$ cat src/rtl/io_pad_receiver_if.sv
// rtl/io_pad_receiver_if.sv - load handshake interface between pad receiver and counter core
//
// Purpose: carries the parallel load word and its valid/ready handshake.
// Signals:
//   load_valid  producer -> consumer  load_data holds a complete frame
//   load_data   producer -> consumer  received word, first bit received = MSB
//   load_ready  consumer -> producer  consumer accepts load_data this cycle
// Modports: master = receiver side (drives valid/data), slave = consumer side.
`timescale 1ns/1ps
interface io_pad_receiver_if #(
  parameter int WIDTH = 4
);
  logic             load_valid;
  logic [WIDTH-1:0] load_data;
  logic             load_ready;

  modport master (output load_valid, output load_data, input load_ready);
  modport slave  (input load_valid, input load_data, output load_ready);
endinterface

$ cat src/rtl/io_pad_receiver.sv
// rtl/io_pad_receiver.sv - synchronise, debounce and deframe pad inputs into a load word
//
// Purpose: terminates four raw pad inputs. Each pin is synchronised and
// debounced; the frame/strobe/data pins are decoded into a WIDTH-bit load
// word presented on a valid/ready handshake, and pin 3 is exported as a
// level count enable.
// Ports:
//   clk        system clock
//   rst        synchronous active-high reset
//   pin_in     raw pads: [0] serial data, [1] strobe, [2] frame, [3] count enable
//   load_if    master side of the load handshake (load_valid/load_data/load_ready)
//   cnt_en     debounced pin_in[3]
//   frame_err  one-cycle pulse when a frame is discarded
`timescale 1ns/1ps
module io_pad_receiver #(
  parameter int WIDTH       = 4,
  parameter int SYNC_STAGES = 2,
  parameter int DEBOUNCE    = 4
) (
  input  logic                clk,
  input  logic                rst,
  input  logic [3:0]          pin_in,
  io_pad_receiver_if.master   load_if,
  output logic                cnt_en,
  output logic                frame_err
);

  localparam int CW  = (DEBOUNCE > 1) ? $clog2(DEBOUNCE) : 1;
  localparam int BCW = $clog2(WIDTH + 2);

  typedef enum logic [1:0] {IDLE, SHIFT, HOLD} state_t;

  logic [3:0]       sync_q [SYNC_STAGES];
  logic [3:0]       deb_q;
  logic [3:0]       deb_prev_q;
  logic [CW-1:0]    deb_cnt_q [4];
  state_t           state_q;
  logic [WIDTH-1:0] shift_q;
  logic [BCW-1:0]   bit_cnt_q;
  logic             load_valid_q;
  logic [WIDTH-1:0] load_data_q;
  logic             frame_err_q;

  logic [3:0] sync_w;
  logic       rise_frame;
  logic       fall_frame;
  logic       rise_strobe;

  assign sync_w      = sync_q[SYNC_STAGES-1];
  assign rise_frame  =  deb_q[2] & ~deb_prev_q[2];
  assign fall_frame  = ~deb_q[2] &  deb_prev_q[2];
  assign rise_strobe =  deb_q[1] & ~deb_prev_q[1];

  // Synchroniser chain, debounce and edge-detect history.
  always_ff @(posedge clk) begin
    if (rst) begin
      for (int k = 0; k < SYNC_STAGES; k++) sync_q[k] <= '0;
      for (int i = 0; i < 4; i++) deb_cnt_q[i] <= '0;
      deb_q      <= '0;
      deb_prev_q <= '0;
    end else begin
      sync_q[0] <= pin_in;
      for (int k = 1; k < SYNC_STAGES; k++) sync_q[k] <= sync_q[k-1];
      deb_prev_q <= deb_q;
      for (int i = 0; i < 4; i++) begin
        if (sync_w[i] == deb_q[i]) begin
          deb_cnt_q[i] <= '0;
        end else if (deb_cnt_q[i] == CW'(DEBOUNCE - 1)) begin
          // Mismatch has persisted DEBOUNCE cycles: accept the new level.
          deb_q[i]     <= sync_w[i];
          deb_cnt_q[i] <= '0;
        end else begin
          deb_cnt_q[i] <= deb_cnt_q[i] + 1'b1;
        end
      end
    end
  end

  // Frame decoder.
  always_ff @(posedge clk) begin
    if (rst) begin
      state_q      <= IDLE;
      shift_q      <= '0;
      bit_cnt_q    <= '0;
      load_valid_q <= 1'b0;
      load_data_q  <= '0;
      frame_err_q  <= 1'b0;
    end else begin
      frame_err_q <= 1'b0;
      case (state_q)
        IDLE: begin
          // Only an edge starts a frame, so a frame still high on return
          // from HOLD is ignored; a coincident strobe rise is not shifted.
          if (rise_frame) begin
            shift_q   <= '0;
            bit_cnt_q <= '0;
            state_q   <= SHIFT;
          end
        end
        SHIFT: begin
          if (fall_frame) begin
            if (bit_cnt_q == BCW'(WIDTH)) begin
              load_data_q  <= shift_q;
              load_valid_q <= 1'b1;
              state_q      <= HOLD;
            end else begin
              frame_err_q <= 1'b1;
              state_q     <= IDLE;
            end
          end else if (rise_strobe) begin
            shift_q <= {shift_q[WIDTH-2:0], deb_q[0]};
            // Saturate one past WIDTH so overlong frames stay distinguishable.
            if (bit_cnt_q != BCW'(WIDTH + 1)) bit_cnt_q <= bit_cnt_q + 1'b1;
          end
        end
        HOLD: begin
          if (rise_frame) frame_err_q <= 1'b1;
          if (load_if.load_ready) begin
            load_valid_q <= 1'b0;
            state_q      <= IDLE;
          end
        end
        default: state_q <= IDLE;
      endcase
    end
  end

  assign load_if.load_valid = load_valid_q;
  assign load_if.load_data  = load_data_q;
  assign cnt_en             = deb_q[3];
  assign frame_err          = frame_err_q;

endmodule

$ cat src/flat_wrapper.sv
// flat-port wrapper written by rule: the top's interface ports become plain ports
module io_pad_receiver_flat 
#(
  parameter int WIDTH       = 4,
  parameter int SYNC_STAGES = 2,
  parameter int DEBOUNCE    = 4
)
  (clk, rst, pin_in, cnt_en, frame_err, load_if_load_valid, load_if_load_data, load_if_load_ready);
  io_pad_receiver_if #(.WIDTH(WIDTH)) load_if_i ();
  input  logic clk;
  input  logic rst;
  input  logic [3:0] pin_in;
  output logic cnt_en;
  output logic frame_err;
  output wire logic [$bits(load_if_i.load_valid)-1:0] load_if_load_valid;
  output wire logic [$bits(load_if_i.load_data)-1:0] load_if_load_data;
  input wire logic [$bits(load_if_i.load_ready)-1:0] load_if_load_ready;
  assign load_if_load_valid = load_if_i.load_valid;
  assign load_if_load_data = load_if_i.load_data;
  assign load_if_i.load_ready = load_if_load_ready;
  io_pad_receiver #(.WIDTH(WIDTH), .SYNC_STAGES(SYNC_STAGES), .DEBOUNCE(DEBOUNCE)) u_core (.clk(clk), .rst(rst), .pin_in(pin_in), .load_if(load_if_i), .cnt_en(cnt_en), .frame_err(frame_err));
endmodule
$ cat config.mk
export PLATFORM = sky130hd
export DESIGN_NAME = io_pad_receiver_flat
export DESIGN_NICKNAME = d
export VERILOG_FILES = /design/src/rtl/io_pad_receiver_if.sv /design/src/rtl/io_pad_receiver.sv /design/src/flat_wrapper.sv
export SDC_FILE = /design/constraint.sdc
export NUM_CORES = 1
export LEC_CHECK = 0
export BUFFER_PORTS_ARGS = -buffer_cell sky130_fd_sc_hd__buf_2
export CAP_MARGIN = 5
export CORE_ASPECT_RATIO = 0.7
export CORE_MARGIN = 3
export CORE_UTILIZATION = 35
export DETAILED_ROUTE_END_ITERATION = 16
export PLACE_DENSITY = 0.5
export SLEW_MARGIN = 30
export SYNTH_ARGS = -nofsm -noshare
export SYNTH_HDL_FRONTEND = slang
export SYNTH_SLANG_ARGS = --single-unit
$ cat constraint.sdc
create_clock -name clk -period 1.9 [get_ports clk]
set_input_delay 0.285 -clock clk [delete_from_list [all_inputs] [get_ports clk]]
set_output_delay 0.285 -clock clk [all_outputs]
set_load 0.01 [all_outputs]
==> results.md <==
- Status: completed
- Clock power frac: roughly a third
- Setup bufs post-CTS: 0
- I/O Buffers: 13
- DIE AREA: approximately 5800 µm²
- Part of the power in registers: 52.1%
- CTS Root Buffer Type: clkbuf_8
- Crit share post-route: 91.7%
- Worst path slowest cell: dfxtp_1
- WP buf/inv: 1
- Post-synthesis cell type count: between 40 and 50
- Final setup viols: 0
- Largest net degree at the start of global routing: 22
- Max Root-Sink Buffers: 2
- Layout Skew: roughly 0.0095 ns
- Worst slack at placement: between 0.1 and 0.15 ns
- Max Clk Rate: about 570 MHz
- Final core utilization: between 40% and 50%
- Number of hold violations in the final report: 0
- DP Wirelength: approximately 2.2 mm
- Global Route Usage Sum: around an eighth
- Worst skew pair latency: 0.29 ns
- Wire per inst: 11.4 µm
- # diodes: 0
- HP Start: pin_in[3]
- Core Region: approximately 4600 µm²
- Initial antenna violation count: 0
- Slew Limit Fails: 0
- CTS Hold Bufs: 0
- Post-layout minimum cycle time: ~1.7 ns
- CP top delay family: simple AND/OR/NAND/NOR gates
- Post-CTS sizing: 0
- Iter 0 DRT Violations: 40
- Final RePlAce weighted congestion: just under 0.8
- Dominant cells by area after synthesis: dfxtp_1 (33%), edfxtp_1 (14%), ha_1 (8.7%)
- Post-synth top flop: dfxtp_1
- Clock buffer count from CTS: 5
- CTS tree: built
- First-pass GRT wire length: between 5 and 6 mm
- Most common cell in the synthesized netlist: dfxtp_1
- Top cells by count, synth: dfxtp_1 (29), nor2_1 (19), nor2b_1 (13)
- Antenna-violating nets left: 0
- Mapped Area: around 1700 µm²
- Slowest Stage Delay on Critical Path: approximately 0.39 ns
- Worst setup path endpoint: u_core.bit_cnt_q[2]
- Row count: 20
- R2r worst-path depth: 6
- Vias/cell: 4.51
- CP Capture Type: register
- Clock sinks: 37
- Finished Cell Area: a little under 2000 µm²
- R2R Path Start: u_core.state_q[0]
- WS Path Type: register to register
- Syn avg cell area: between 10 and 15 µm²
- Comb power frac: 13.0%
- NumNets Final: between 200 and 250
- Hold_ws: between 0.2 and 0.25 ns
- R2R Path End: u_core.bit_cnt_q[2]
- VDD IR max: ~420 µV
- Psw: a little over 0.4 mW
- Worst-path cell chain: inv_1 > ha_1 > nor3b_2 > and2_1 > o21ai_2 > a221oi_2
- Area post-placement: around 1900 µm²
- Worst Setup SP: u_core.state_q[0]
- Initial Utilization: 38.1%
- H-tree depth: 2
- Pre-antenna DRT Iters: 4
- Die Height: ~65 µm
- Class of the worst hold path: primary input to register
- Grt ovf: 0
- Post-synthesis async set-or-reset flop share: 0%
- Crit path depth: 6
- Chip Width: between 90 and 100 µm
- Post-Layout Cell Count: about 260
- Number of global-route vias before repair: about 1200
- Int Pwr: between 1 and 1.5 mW
- Vias: ~1200
- R2R Setup Slk: between 0.15 and 0.2 ns
- CP max FO: 7
- Synth area leader: dfxtp_1
- Drt total wl: ~2.9 mm
- PwrDens: roughly 820 nW/µm²
- Total chip power: approximately 1.6 mW
- DP Cell Count: between 200 and 250
- Post-synth EDFFs: 8
- Drt drc: 0
- Yosys synthesis warning count: 0
- Post-synthesis sequential area ratio: between 40% and 50%
- Post-synth top area share: ~33%
- Switching share of power: 25.4%
- Synthesis-stage register bit count: 37
- CP Launch Type: register
- RSZ-0062 raised after global routing: false
- Worst path arrival time: between 1.5 and 2 ns
- Leakage power: 0.761 nW
- Area delta synth->final: 14.6%
- CP Data Required Time: approximately 2.1 ns
- Layout cell share with drive strength beyond 1: roughly 17%
- Setup tns final: 0 ns
- Top-Level Pins: 14
- Clock-pin slew of the registers on the worst-case setup and hold paths: approximately 0.07 ns
- Max Cap Viol: 0
- Mapped Cells: 167
- Setup ws final: between 0.15 and 0.2 ns
[layout by cell type (no fill, tap or decap), types with 2 or more instances in the layout]
| master | n |
|---|---|
| o2111ai_1 | 2 |
| a21oi_1 | 7 |
| inv_1 | 11 |
| mux2i_1 | 9 |
| clkbuf_8 | 6 |
| o211ai_1 | 6 |
| xnor2_1 | 4 |
| nand2b_1 | 2 |
| ha_1 | 12 |
| conb_1 | 8 |
| edfxtp_1 | 8 |
| nand2_1 | 4 |
| a211o_1 | 2 |
| nor2_1 | 19 |
| nand3_1 | 7 |
| dfxtp_1 | 29 |
| nor2b_1 | 13 |
| buf_4 | 3 |
| nor3_1 | 2 |
| buf_2 | 13 |
| or3_1 | 4 |
[power by group through the flow]
stage               Sequential, mW  Clock (mW)  Combinational [mW]
finish                       0.847       0.568               0.211
global route                 0.851       0.637               0.238
CTS                          0.847       0.593               0.214
detailed placement           0.865           0               0.213
global placement             0.863           0               0.205
floorplan                    0.864           0               0.163
[cell families (layout without fill, tap and decap cells)]
group | after synthesis | in the layout | share of synthesized area, %
AND/OR/NAND/NOR | 59 | 59 | 18.5
other | 1 | 8 | 0.216
AO/OA/AOI/OAI | 26 | 26 | 12.7
XOR/XNOR | 4 | 4 | 2.02
flip-flops | 37 | 37 | 47.3
multiplexers | 10 | 10 | 5.84
buffers and inverters | 18 | 35 | 4.69
adder cells (fa/ha/maj) | 12 | 12 | 8.66
[cell type report]
type | count | area, µm²
clock buffers | 6 | 82.6
well taps | 66 | 82.6
clock inverters | 2 | 13.8
fillers | 466 | 2570
inverters | 11 | 41.3
flip-flops and latches | 37 | 821
repair buffers | 16 | 87.6
multi-input cells | 119 | 858
[worst min-delay path by stage]
stage	endpoint	slack, ns	depth (start not counted)
finish	u_core.sync_q[0][3]	0.21	2
floorplan	u_core.sync_q[0][0]	0.41	1
global placement	u_core.sync_q[0][5]	0.42	1
CTS	u_core.sync_q[0][3]	0.20	2
global route	u_core.sync_q[0][0]	0.21	2
detailed placement	u_core.sync_q[0][7]	0.42	1
[registers in the layout, indices dropped and copies added, names as in the netlist]
signal,flops
u_core.deb_cnt_q,8
u_core.sync_q,8
u_core.deb_q,4
u_core.load_if.load_data,4
u_core.shift_q,4
u_core.bit_cnt_q,3
u_core.deb_prev_q,2
u_core.state_q,2
u_core.frame_err,1
u_core.load_if.load_valid,1
[per-layer routing]
| metal | GRT usage, % | share of wire [%] |
|---|---|---|
| met4 | 4.58 | 0.92 |
| met2 | 18.1 | 44 |
| met1 | 14.2 | 50 |
| met3 | 5.68 | 4.9 |
| met5 | 0 | 0 |
No activity file was read; power rests on OpenSTA's default activity.
